### src/rtl/fifo_wr_packer.sv
// fifo_wr_packer: write-side front end of async_fifo, wr_clk domain only.
// Packs an IN_WIDTH-bit valid/ready beat stream into DATA_WIDTH-bit words,
// LSB-first, and hands each word to async_fifo through a one-word holding
// register that honours the registered fifo_full flag. s_last closes a
// partial word early; unused upper slots are written as zero.
//
// Parameters
//   IN_WIDTH    input beat width (DATA_WIDTH must be a multiple of it)
//   DATA_WIDTH  FIFO word width; RATIO = DATA_WIDTH/IN_WIDTH must be >= 2
//   CNT_WIDTH   width of the words_written counter
//
// Ports
//   wr_clk, wr_rst_n   write clock, asynchronous active-low reset
//   s_valid/s_ready    input handshake; beat accepted when both high
//   s_data, s_last     beat payload and end-of-packet marker
//   fifo_full          async_fifo full flag (registered, wr_clk domain)
//   fifo_wr_en         write strobe to async_fifo (combinational)
//   fifo_wr_data       packed word to async_fifo
//   busy               partial word in progress or word pending
//   words_written      number of words written, wraps modulo 2^CNT_WIDTH
module fifo_wr_packer #(
  parameter int unsigned IN_WIDTH   = 1,
  parameter int unsigned DATA_WIDTH = 4,
  parameter int unsigned CNT_WIDTH  = 16
) (
  input  logic                  wr_clk,
  input  logic                  wr_rst_n,
  input  logic                  s_valid,
  output logic                  s_ready,
  input  logic [IN_WIDTH-1:0]   s_data,
  input  logic                  s_last,
  input  logic                  fifo_full,
  output logic                  fifo_wr_en,
  output logic [DATA_WIDTH-1:0] fifo_wr_data,
  output logic                  busy,
  output logic [CNT_WIDTH-1:0]  words_written
);

  localparam int unsigned RATIO  = DATA_WIDTH / IN_WIDTH;
  localparam int unsigned SLOT_W = (RATIO > 2) ? $clog2(RATIO) : 1;
  localparam int unsigned ACC_W  = DATA_WIDTH - IN_WIDTH;
  localparam logic [SLOT_W-1:0] LAST_SLOT = SLOT_W'(RATIO - 1);

  // Registered state and its next-state values
  logic [SLOT_W-1:0]     cnt,       cnt_n;
  logic [ACC_W-1:0]      acc,       acc_n;
  logic [DATA_WIDTH-1:0] out_data,  out_data_n;
  logic                  out_valid, out_valid_n;
  logic [CNT_WIDTH-1:0]  words,     words_n;

  logic                  accept_c;
  logic                  complete_c;
  logic [DATA_WIDTH-1:0] word_c;

  // Handshake and FIFO strobe are combinational views of the holding register
  assign fifo_wr_en   = out_valid & ~fifo_full;
  assign s_ready      = wr_rst_n & (~out_valid | ~fifo_full);
  assign fifo_wr_data = out_data;
  assign busy         = (cnt != '0) | out_valid;
  assign words_written = words;

  assign accept_c   = s_valid & s_ready;
  assign complete_c = accept_c & (s_last | (cnt == LAST_SLOT));

  // Word closed by the current beat: stored slots plus this beat at slot cnt.
  // acc is cleared after every word, so slots above cnt are already zero.
  always_comb begin
    word_c            = '0;
    word_c[ACC_W-1:0] = acc;
    for (int unsigned k = 0; k < RATIO; k++) begin
      if (cnt == SLOT_W'(k)) begin
        word_c[k*IN_WIDTH +: IN_WIDTH] = s_data;
      end
    end
  end

  // Next-state logic for the packer and the holding register
  always_comb begin
    cnt_n       = cnt;
    acc_n       = acc;
    out_data_n  = out_data;
    out_valid_n = out_valid;
    words_n     = words + CNT_WIDTH'(fifo_wr_en);

    if (complete_c) begin
      // Reload may coincide with a write of the previous word; out_valid stays set
      cnt_n       = '0;
      acc_n       = '0;
      out_data_n  = word_c;
      out_valid_n = 1'b1;
    end else begin
      if (accept_c) begin
        cnt_n = cnt + SLOT_W'(1);
        for (int unsigned k = 0; k < RATIO - 1; k++) begin
          if (cnt == SLOT_W'(k)) begin
            acc_n[k*IN_WIDTH +: IN_WIDTH] = s_data;
          end
        end
      end
      if (fifo_wr_en) begin
        out_valid_n = 1'b0;
      end
    end
  end

  // State register
  always_ff @(posedge wr_clk or negedge wr_rst_n) begin
    if (!wr_rst_n) begin
      cnt       <= '0;
      acc       <= '0;
      out_data  <= '0;
      out_valid <= 1'b0;
      words     <= '0;
    end else begin
      cnt       <= cnt_n;
      acc       <= acc_n;
      out_data  <= out_data_n;
      out_valid <= out_valid_n;
      words     <= words_n;
    end
  end

endmodule
### config.mk
export PLATFORM = sky130hd
export DESIGN_NAME = fifo_wr_packer
export DESIGN_NICKNAME = d
export VERILOG_FILES = /design/src/rtl/fifo_wr_packer.sv
export SDC_FILE = /design/constraint.sdc
export NUM_CORES = 1
export LEC_CHECK = 0
export BUFFER_PORTS_ARGS = -buffer_cell sky130_fd_sc_hd__buf_4
export CORE_MARGIN = 10
export CORE_UTILIZATION = 56
export DETAILED_ROUTE_END_ITERATION = 6
export HOLD_SLACK_MARGIN = 0.06
export PLACE_DENSITY = 0.91
export SLEW_MARGIN = 40
export SYNTH_ARGS = -nofsm -noshare
export SYNTH_HDL_FRONTEND = slang
export SYNTH_SLANG_ARGS = --single-unit
### constraint.sdc
create_clock -name wr_clk -period 3.3 [get_ports wr_clk]
set_input_delay 0.33 -clock wr_clk [delete_from_list [all_inputs] [get_ports wr_clk]]
set_output_delay 0.33 -clock wr_clk [all_outputs]
set_load 0.01 [all_outputs]
== Yosys cells after proc, flatten, opt, wreduce, memory -nomap -nowiden ==
Cells that the tools add are included.

* Equality and inequality tests: 3
* Bitwise gates (word level): 9
* $add $sub $neg: 2
* Reduce and logical (&&, ||, !) cells: 4
* Multiplexer cells: 10

{| class="wikitable"
|+ Operator list
! kind !! number
|-
| $add A16 B1 Y16 || 1
|-
| $mux W1 || 6
|-
| $mux W3 || 2
|-
| $reduce_bool A2 Y1 || 3
|-
| $and A1 B1 Y1 || 4
|-
| $eq A2 B2 Y1 const B || 2
|-
| $mux W2 || 2
|-
| $or A1 B1 Y1 || 3
|-
| $add A2 B1 Y2 const B || 1
|-
| $eq A2 B1 Y1 const B || 1
|-
| $logic_not A2 Y1 || 1
|-
| $not A1 Y1 || 2
|}

* Output and inout port bits: 23
* Input port bits: 6
* Register bits: 26

== Longest topological paths before layout ==
Gate-level depths: netlist of the first run.

* Depth after elaboration: 6
* Depth in mapped cells: 6

== Least setup slack after synthesis of the first run ==
OpenSTA, ideal clock, no wires.

* Path kind: register to register
* From: reg out_valid
* To: reg words[10] (netlist: words_written[10])
* Arrival time: 1612 ps
* Setup slack: 1608 ps
* Path buffers: 0
* Cell stages (with the launch flop): 7
* Cells stage by stage: dfrtp_1 -> nor2b_1 -> ha_1 -> ha_1 -> nand4_1 -> nor3_1 -> xor2_1

* Word-level cells in the longest chain between the ends: 2

{| class="wikitable"
|+ Ends and longest elaborated chain
! item !! RTL line !! RTL
|-
| start, declared || 48 || <nowiki>logic out_valid, out_valid_n;</nowiki>
|-
| start signal, assigned || 118 || <nowiki>out_valid <= out_valid_n;</nowiki>
|-
| $and A1 B1 Y1 || 56 || <nowiki>assign fifo_wr_en = out_valid & ~fifo_full;</nowiki>
|-
| net fifo_wr_en || 33 || <nowiki>output logic fifo_wr_en,</nowiki>
|-
| $add A16 B1 Y16 || 83 || <nowiki>words_n = words + CNT_WIDTH'(fifo_wr_en);</nowiki>
|-
| net words_n[10] || 49 || <nowiki>logic [CNT_WIDTH-1:0] words, words_n;</nowiki>
|-
| end signal, assigned || 119 || <nowiki>words <= words_n;</nowiki>
|-
| end, declared || 49 ||
|}

The timed path passes the listed nets, and every way through them passes these cells.
A chain may end at the register's enable or synchronous reset.

== Final worst setup path of the first run ==
* From: in wr_rst_n
* To: out s_ready

* Word-level cells in the longest chain between the ends: 1

{| class="wikitable"
|+ Ends and longest elaborated chain
! item !! RTL line !! RTL
|-
| start, declared || 27 || <nowiki>input logic wr_rst_n,</nowiki>
|-
| $and A1 B1 Y1 || 57 || <nowiki>assign s_ready = wr_rst_n & (~out_valid | ~fifo_full);</nowiki>
|-
| end, declared || 29 || <nowiki>output logic s_ready,</nowiki>
|}

Every way passes these cells.

==> results of run 1 <==
## flip-flops by register name, indices dropped and copies added, names as in the netlist
signal and count:
acc 3, fifo_wr_data 4, words_written 16, out_valid 1, cnt 2
## worst max-delay path: stages
cell and delay, ns:
dlygate4sd3_1 0.53, buf_4 0.32, a21boi_4 0.32, buf_4 0.16
## per-layer routing
metal  share of wire  vias to the layer above  routed length (um)
li1                -                      441                   -
met1            0.40                      449                1120
met2            0.53                       30                1480
met3           0.054                        4                 151
met4           0.010                        0                  29
met5               0                        -                   0
## final cells by class
class                   count  share of cell area
flip-flops and latches     26               0.416
well taps                  28              0.0224
inverters                   3             0.00719
repair buffers             29               0.141
clock buffers               3              0.0144
multi-input cells          77               0.400
## final timing paths
path                       slack (ns)  cells past startpoint           endpoint               from
setup / recovery                 1.29                      4            s_ready           wr_rst_n
hold / removal                   0.26                      3          out_valid          fifo_full
setup reg to reg                 1.42                      6  words_written[10]          out_valid
hold reg to reg                  0.49                      1  words_written[15]  words_written[15]
max in group asynchronous        2.60                      2             cnt[1]           wr_rst_n
min in group asynchronous        0.45                      2    fifo_wr_data[1]           wr_rst_n
## stage by stage
stage / area, um2 / instances
floorplan: 1290 / 107
global placement: 1530 / 162
detailed placement: 1530 / 162
CTS: 1570 / 166
global route: 1570 / 166
finish: 1570 / 166
## power groups by stage
stage               combinational, uW  clock (uW)  sequential (uW)
finish                            332         130              469
global route                      373         147              482
CTS                               339         133              469
detailed placement                336           0              476
global placement                  320           0              469
floorplan                         181           0              476
## cells by family (layout without fill, tap and decap cells)
family / Yosys count / after routing
compound gates: 11 / 11
xor+xnor: 14 / 14
fa+ha+maj: 7 / 7
buf+inv: 4 / 35
flops: 26 / 26
mux: 5 / 5
simple gates: 40 / 40
## what timing repair did
item	4_1_cts	5_1_grt
hold buffers	1	0
hold endpoints to repair	26	0
resized for setup	0	0
## cells in the final DEF (no fill, tap or decap)
cell / n
a21boi_4: 1
a21o_1: 3
a41oi_1: 3
buf_4: 28
clkbuf_4: 3
dfrtp_1: 26
dlygate4sd3_1: 1
ha_1: 7
inv_1: 3
mux2_2: 4
mux2i_1: 1
nand2_1: 10
nand2b_1: 1
nand3_1: 6
nand3_2: 1
nand4_1: 2
nand4_4: 2
nor2_1: 6
nor2b_1: 4
nor3_1: 3
nor4_2: 4
o2bb2ai_1: 4
or2_2: 1
xnor2_1: 3
xor2_1: 11
==> results.py, run 1 <==
metrics = {
    "status": {
        "outcome": "finished clean",
    },
    "yosys": {
        "ys_types": 23,
        "yosys-top-cells-area": "dfrtp_1, xor2_1, ha_1",
        "synth-xor-area-share": 0.0949,
        "syn_inst": 107,
        "synth_commonest_cells": "dfrtp_1, xor2_1, nand2_1, ha_1",
        "yosys_warnings": 0,
        "synthAdderAreaFrac": 0.0678,
        "ys_seq_elements": 26,
        "ys_async_sr_fraction": 1.00,
        "yosys-mux-area-fraction": 0.0426,
        "syn_area_mm2": 0.00129,
        "synth_edf_count": 0,
        "yosys.cell_count.top_type": "dfrtp_1",
        "yosys.area.top_type": "dfrtp_1",
        "synth_ff_type": "dfrtp_1",
        "syn_nets": 120,
        "synth_compound_area_frac": 0.0794,
        "synth_top_family_by_area": "simple AND/OR/NAND/NOR gates",
        "synth.top_cell.area_share": 0.503,
        "yosys.area_share.simple": 0.199,
        "avgSynthCellArea_um2": 12.1,
        "ys_seq_area_frac": 0.503,
    },
    "grt": {
        "top_usage_layer": "met2",
        "met1_usage": 0.150,
        "grt.total_usage": 0.132,
        "met2_usage": 0.237,
        "grt_pass1_wl_um": 4690,
        "antenna_found_initial": 0,
        "grt_pass1_vias": 1011,
        "grt_max_degree": 28,
        "use_met3": 0.0245,
        "gr-total-overflow": 0,
    },
    "timing": {
        "fin_skew_ns": 0.00201,
        "rsz0062_at_grt": "false",
        "max_freq_mhz": 498,
        "hold_viol": 0,
        "worst_slew_pin_slew_ns": 0.336,
        "finalCriticalPeriod_ns": 2.01,
        "slew_violations": 0,
        "slew_headroom": 0.776,
        "finalWorstSetupSlack_ns": 1.29,
        "whs_ns": 0.262,
        "final-setup-viol-count": 0,
        "fin_setup_tns_ns": 0,
        "period_share": 0.608,
    },
    "cells_and_area": {
        "final_nets": 153,
        "area_delta_synth_final_pct": 21.1,
        "multiInputGateArea_um2": 626,
        "regArea_um2": 651,
        "layout-drive-gt1-share": 0.319,
        "fillers": 183,
        "final_util": 0.708,
        "n_antenna_cell": 0,
    },
    "power": {
        "power_density_mw_per_mm2": 595,
        "peakVddDrop_v": 0.000488,
        "p_sw_frac": 0.345,
        "seq_power_share": 0.504,
        "clockPowerShare": 0.140,
        "intPower_uw": 611,
        "leakage_uw": 0.000816,
        "power_uw": 932,
        "pwr-share-comb": 0.356,
        "p_sw_uw": 321,
    },
    "critical_path": {
        "crit_path_start_kind": "input pin",
        "path_class": "input pin to output pin",
        "end_kind": "output pin",
        "worst-endpoint-arrival_ns": 1.68,
        "required_ns": 2.97,
        "crit_fanout": 27,
    },
    "place": {
        "port_buffers": 28,
        "dp_slack_ns": 1.42,
        "gp_congestion": 0.776,
        "place_hpwl_um": 2160,
    },
    "clocking": {
        "cts_root_buf": "clkbuf_4",
        "clock_latency_ns": 0.31,
        "cts_tree": "done",
        "post_cts_buffers": 0,
        "cts.reportedPaths.clkPinSlew_ns": 0.13,
        "clockBufferDepth": 2,
        "h-tree-depth": 1,
        "cts.sinks": 26,
        "cts_buffers": 3,
    },
    "route": {
        "antenna_left": 0,
        "first_pass_iters": 4,
        "drc": 0,
        "via_per_inst": 5.57,
        "drtIter0Drc": 30,
        "wl_per_cell_um": 16.7,
        "vias": 924,
        "routed_wl_um": 2780,
    },
    "floorplan": {
        "initial_utilization": 0.584,
        "die_h_um": 68.0,
        "io_pins": 29,
        "die_width_um": 68.0,
        "fp-row-count": 17,
        "dieArea_mm2": 0.00463,
        "coreArea_mm2": 0.00221,
    },
    "min_path": {
        "hold_class": "input pin to flip-flop",
    },
    "job": {
        "max_cap_viol_count": 0,
    },
}
Note: power is estimated with default switching activity, not from simulation.
==> inputs of run 2 (changes only) <==
CORE_UTILIZATION = 47   (was 56)
PLACE_DENSITY = 0.83   (was 0.91)
clock period = 1.8 ns   (was 3.3 ns; I/O delays follow)
==> results.py, run 2 (synthesized netlist as in run 1, its figures left out) <==
metrics = {
    "critical_path": {
        "crit_path_start_kind": "flip-flop",
        "crit_fanout": 5,
        "required_ns": 2.00,
        "end_kind": "flip-flop",
        "path_class": "flip-flop to flip-flop",
        "worstPathCellList": "ha_1 > or2_2 > nand3_1 > mux2_2",
        "cp_slowest_cell": "dfrtp_1",
        "max_stage_delay_ns": 0.45,
        "worst-endpoint-arrival_ns": 1.90,
    },
    "floorplan": {
        "fp-row-count": 18,
        "die_h_um": 72.4,
        "io_pins": 29,
        "initial_utilization": 0.508,
        "die_width_um": 72.4,
        "dieArea_mm2": 0.00525,
        "coreArea_mm2": 0.00254,
    },
    "clocking": {
        "cts.reportedPaths.clkPinSlew_ns": 0.12,
        "h-tree-depth": 1,
        "cts_tree": "done",
        "post_cts_resized": 0,
        "cts_buffers": 3,
        "cts_root_buf": "clkbuf_4",
        "clockBufferDepth": 2,
        "clock_latency_ns": 0.32,
        "cts.sinks": 26,
    },
    "route": {
        "antenna_left": 0,
        "via_per_inst": 5.42,
        "routed_wl_um": 2690,
        "wl_per_cell_um": 15.7,
        "first_pass_iters": 4,
        "drc": 0,
        "vias": 926,
        "drtIter0Drc": 57,
    },
    "job": {
        "max_cap_viol_count": 0,
    },
    "power": {
        "peakVddDrop_v": 0.000732,
        "leakage_uw": 0.000831,
        "power_density_mw_per_mm2": 1080,
    },
    "cells_and_area": {
        "final_nets": 156,
        "area_delta_synth_final_pct": 23.0,
        "layout_commonest_cell": "buf_4",
        "final_cell_mix": "buf_4, dfrtp_1, xor2_1",
        "layout-drive-gt1-share": 0.333,
        "n_antenna_cell": 0,
        "largest_reg_flops": 16,
        "final_util": 0.625,
    },
    "grt": {
        "gr-total-overflow": 0,
        "grt_pass1_wl_um": 4570,
        "antenna_found_initial": 0,
        "grt.total_usage": 0.106,
        "grt_max_degree": 27,
        "grt_pass1_vias": 950,
    },
    "timing": {
        "slew_violations": 0,
        "hold_viol": 0,
        "finalCriticalPeriod_ns": 1.69,
        "rsz0062_at_grt": "false",
        "whs_ns": 0.126,
        "fin_setup_tns_ns": 0,
        "fin_skew_ns": 0.0116,
        "slew_headroom": 0.787,
        "final-setup-viol-count": 0,
        "worst_slew_pin_slew_ns": 0.319,
        "period_share": 0.941,
        "max_freq_mhz": 591,
    },
    "place": {
        "port_buffers": 28,
        "gp_congestion": 0.801,
        "place_hpwl_um": 2130,
    },
    "min_path": {
        "hold_class": "input pin to flip-flop",
    },
    "status": {
        "outcome": "finished clean",
    },
}
## run 2: what timing repair did
item	4_1_cts	5_1_grt
setup buffers	0	1
hold endpoints to repair	26	0
hold buffers	1	0
setup endpoints to repair	0	3
## run 2: area by class of cell
cell class	count	area, um2
multi-input cells	77	626
fillers	195	955
repair buffers	32	243
well taps	30	37.5
clock buffers	3	22.5
flip-flops and latches	26	651
inverters	3	11.3
## run 2: metal layers
metal  vias to the layer above  track usage  wire length (um)
met5                         -            0                 0
met4                         0       0.0190                14
met3                         2       0.0449               175
met2                        22        0.183              1360
met1                       459        0.120              1140
li1                        443            -                 -
## run 2: worst max-delay path: cells and delay by family, from the launching register on
family                     cells  cell delay [ns]
adders and majority gates      1             0.24
DFF                            1             0.45
muxes                          1             0.36
and+or+nand+nor                2             0.54
## run 2: report_power, final
group | internal [uW] | switching [uW] | total [uW]
Combinational | 325 | 291 | 616
Clock | 78.3 | 155 | 234
Sequential | 723 | 142 | 865
Total | 1130 | 588 | 1720
## run 2: path summary, 6_finish.rpt
check,start,end,slack [ns],depth (start not counted)
hold / removal,fifo_full,out_valid,0.13,3
hold reg to reg,words_written[15],words_written[15],0.48,1
min in group asynchronous,wr_rst_n,words_written[15],0.39,3
setup reg to reg,cnt[0],fifo_wr_data[0],0.11,4
setup / recovery,cnt[0],fifo_wr_data[0],0.11,4
max in group asynchronous,wr_rst_n,words_written[5],1.15,3
## run 2: through the flow
step / total power (uW) / setup slack [ns] / instance area, um2 / cells
2_1_floorplan: 1210 / 0.108 / 1290 / 107
3_3_place_gp: 1460 / 0.146 / 1550 / 166
3_5_place_dp: 1490 / 0.0884 / 1550 / 166
4_1_cts: 1730 / 0.0539 / 1580 / 170
5_1_grt: 1840 / 0.000839 / 1590 / 171
6_report: 1720 / 0.107 / 1590 / 171
==> inputs of run 3 (changes only) <==
SETUP_SLACK_MARGIN = 0.2   (was default)
==> results.py, run 3 (synthesized netlist as in run 1, its figures left out) <==
metrics = {
    "status": {
        "outcome": "finished clean",
    },
    "critical_path": {
        "reg2regPathDepth": 6,
        "cp_common_cell": "ha_4",
        "crit_fanout": 5,
        "cp.depth": 6,
        "required_ns": 2.06,
        "path_class": "flip-flop to flip-flop",
        "critPathLaunch": "out_valid",
        "end_kind": "flip-flop",
        "cp_slowest_cell": "dfrtp_1",
        "r2r_setup_slack_ns": 0.25,
        "worstPathBufferInverterCount": 0,
        "timing.rr.start": "out_valid",
        "worstPathCellList": "nor2b_4 > ha_4 > ha_4 > nand3_2 > nor4_2 > xor2_1",
        "path_delay_family": "simple AND/OR/NAND/NOR gates",
        "r2r_end": "words_written[12]",
        "max_stage_delay_ns": 0.37,
        "crit_path_start_kind": "flip-flop",
        "worst-endpoint-arrival_ns": 1.80,
    },
    "floorplan": {
        "die_width_um": 72.4,
        "die_h_um": 72.4,
        "dieArea_mm2": 0.00525,
        "initial_utilization": 0.508,
        "fp-row-count": 18,
        "io_pins": 29,
        "coreArea_mm2": 0.00254,
    },
    "grt": {
        "gr-total-overflow": 0,
        "grt_max_degree": 27,
        "grt_pass1_vias": 1040,
        "antenna_found_initial": 0,
        "grt_pass1_wl_um": 4960,
        "grt.total_usage": 0.114,
    },
    "cells_and_area": {
        "fillers": 204,
        "instances_no_fill": 174,
        "largest_reg_flops": 16,
        "final_nets": 158,
        "area_delta_synth_final_pct": 31.9,
        "layout_commonest_cell": "buf_4",
        "layout-drive-gt1-share": 0.410,
        "multiInputGateArea_um2": 696,
        "n_antenna_cell": 0,
        "regArea_um2": 651,
        "final_cell_mix": "buf_4, dfrtp_1, xor2_1",
        "final_util": 0.670,
    },
    "min_path": {
        "hold_class": "input pin to flip-flop",
        "worstHoldStart": "fifo_full",
        "worstHoldPathCells": 3,
        "min_to": "out_valid",
    },
    "clocking": {
        "cts_buffers": 3,
        "cts_root_buf": "clkbuf_4",
        "clockBufferDepth": 2,
        "cts.sinks": 26,
        "clock_latency_ns": 0.33,
        "cts_tree": "done",
        "h-tree-depth": 1,
        "cts.reportedPaths.clkPinSlew_ns": 0.14,
    },
    "place": {
        "dp_slack_ns": 0.0897,
        "place_hpwl_um": 2180,
        "gp_congestion": 0.806,
        "dp.cells": 165,
        "port_buffers": 28,
    },
    "route": {
        "routed_wl_um": 2950,
        "first_pass_iters": 4,
        "drc": 0,
        "wl_per_cell_um": 17.0,
        "vias": 941,
        "antenna_left": 0,
        "drtIter0Drc": 64,
        "via_per_inst": 5.41,
    },
    "timing": {
        "hold_viol": 0,
        "slew_violations": 0,
        "finalWorstSetupSlack_ns": 0.255,
        "rsz0062_at_grt": "false",
        "finalCriticalPeriod_ns": 1.55,
        "worst_slew_pin_slew_ns": 0.325,
        "max_freq_mhz": 647,
        "period_share": 0.858,
        "final-setup-viol-count": 0,
        "fin_setup_tns_ns": 0,
        "whs_ns": 0.0947,
        "slew_headroom": 0.783,
        "fin_skew_ns": 0.00961,
    },
    "power": {
        "peakVddDrop_v": 0.000890,
        "power_density_mw_per_mm2": 1140,
        "leakage_uw": 0.000857,
    },
    "job": {
        "max_cap_viol_count": 0,
    },
}
==> run 3: metrics by stage <==
stage          power, uW  area (um2)
2_1_floorplan       1210        1290
3_3_place_gp        1450        1550
3_5_place_dp        1490        1550
4_1_cts             1920        1650
5_1_grt             2060        1710
6_report            1940        1710
==> run 3: worst reg2reg max path, cell delays in order (launching register included) <==
cell	delay, ns
dfrtp_1	0.37
nor2b_4	0.18
ha_4	0.17
ha_4	0.16
nand3_2	0.10
nor4_2	0.33
xor2_1	0.17
==> run 3: cell type report <==
cell class | instances | area share
multi-input cells | 77 | 0.408
flip-flops and latches | 26 | 0.382
repair buffers | 34 | 0.151
well taps | 30 | 0.0220
clock inverters | 1 | 0.0176
clock buffers | 3 | 0.0132
inverters | 3 | 0.00660
==> run 3: timing repair <==
item                                    4_1_cts  5_1_grt
buffers inserted                              3        1
endpoints found under the hold margin        26        0
resized for setup                             5        8
hold buffers                                  1        0
endpoints found under the setup margin        9        9
pin swaps                                     0        3
==> run 3: how the worst max path moves through the flow <==
stage | slack (ns) | end
6_report | 0.25 | words_written[12]
5_1_grt | 0.18 | words_written[12]
4_1_cts | 0.20 | words_written[10]
3_5_place_dp | 0.09 | words_written[10]
3_3_place_gp | 0.16 | words_written[10]
2_1_floorplan | 0.21 | words_written[10]
==> run 3: routing by layer <==
metal | vias up | routed length (um) | track usage
met5 | - | 0 | 0
met4 | 0 | 58 | 0.0443
met3 | 7 | 206 | 0.0408
met2 | 23 | 1510 | 0.199
met1 | 463 | 1180 | 0.122
li1 | 448 | - | -
==> run 3: where the power goes <==
group	switching, uW	total, uW	internal [uW]
clock	176	401	225
sequential	149	871	722
combinational	308	668	360
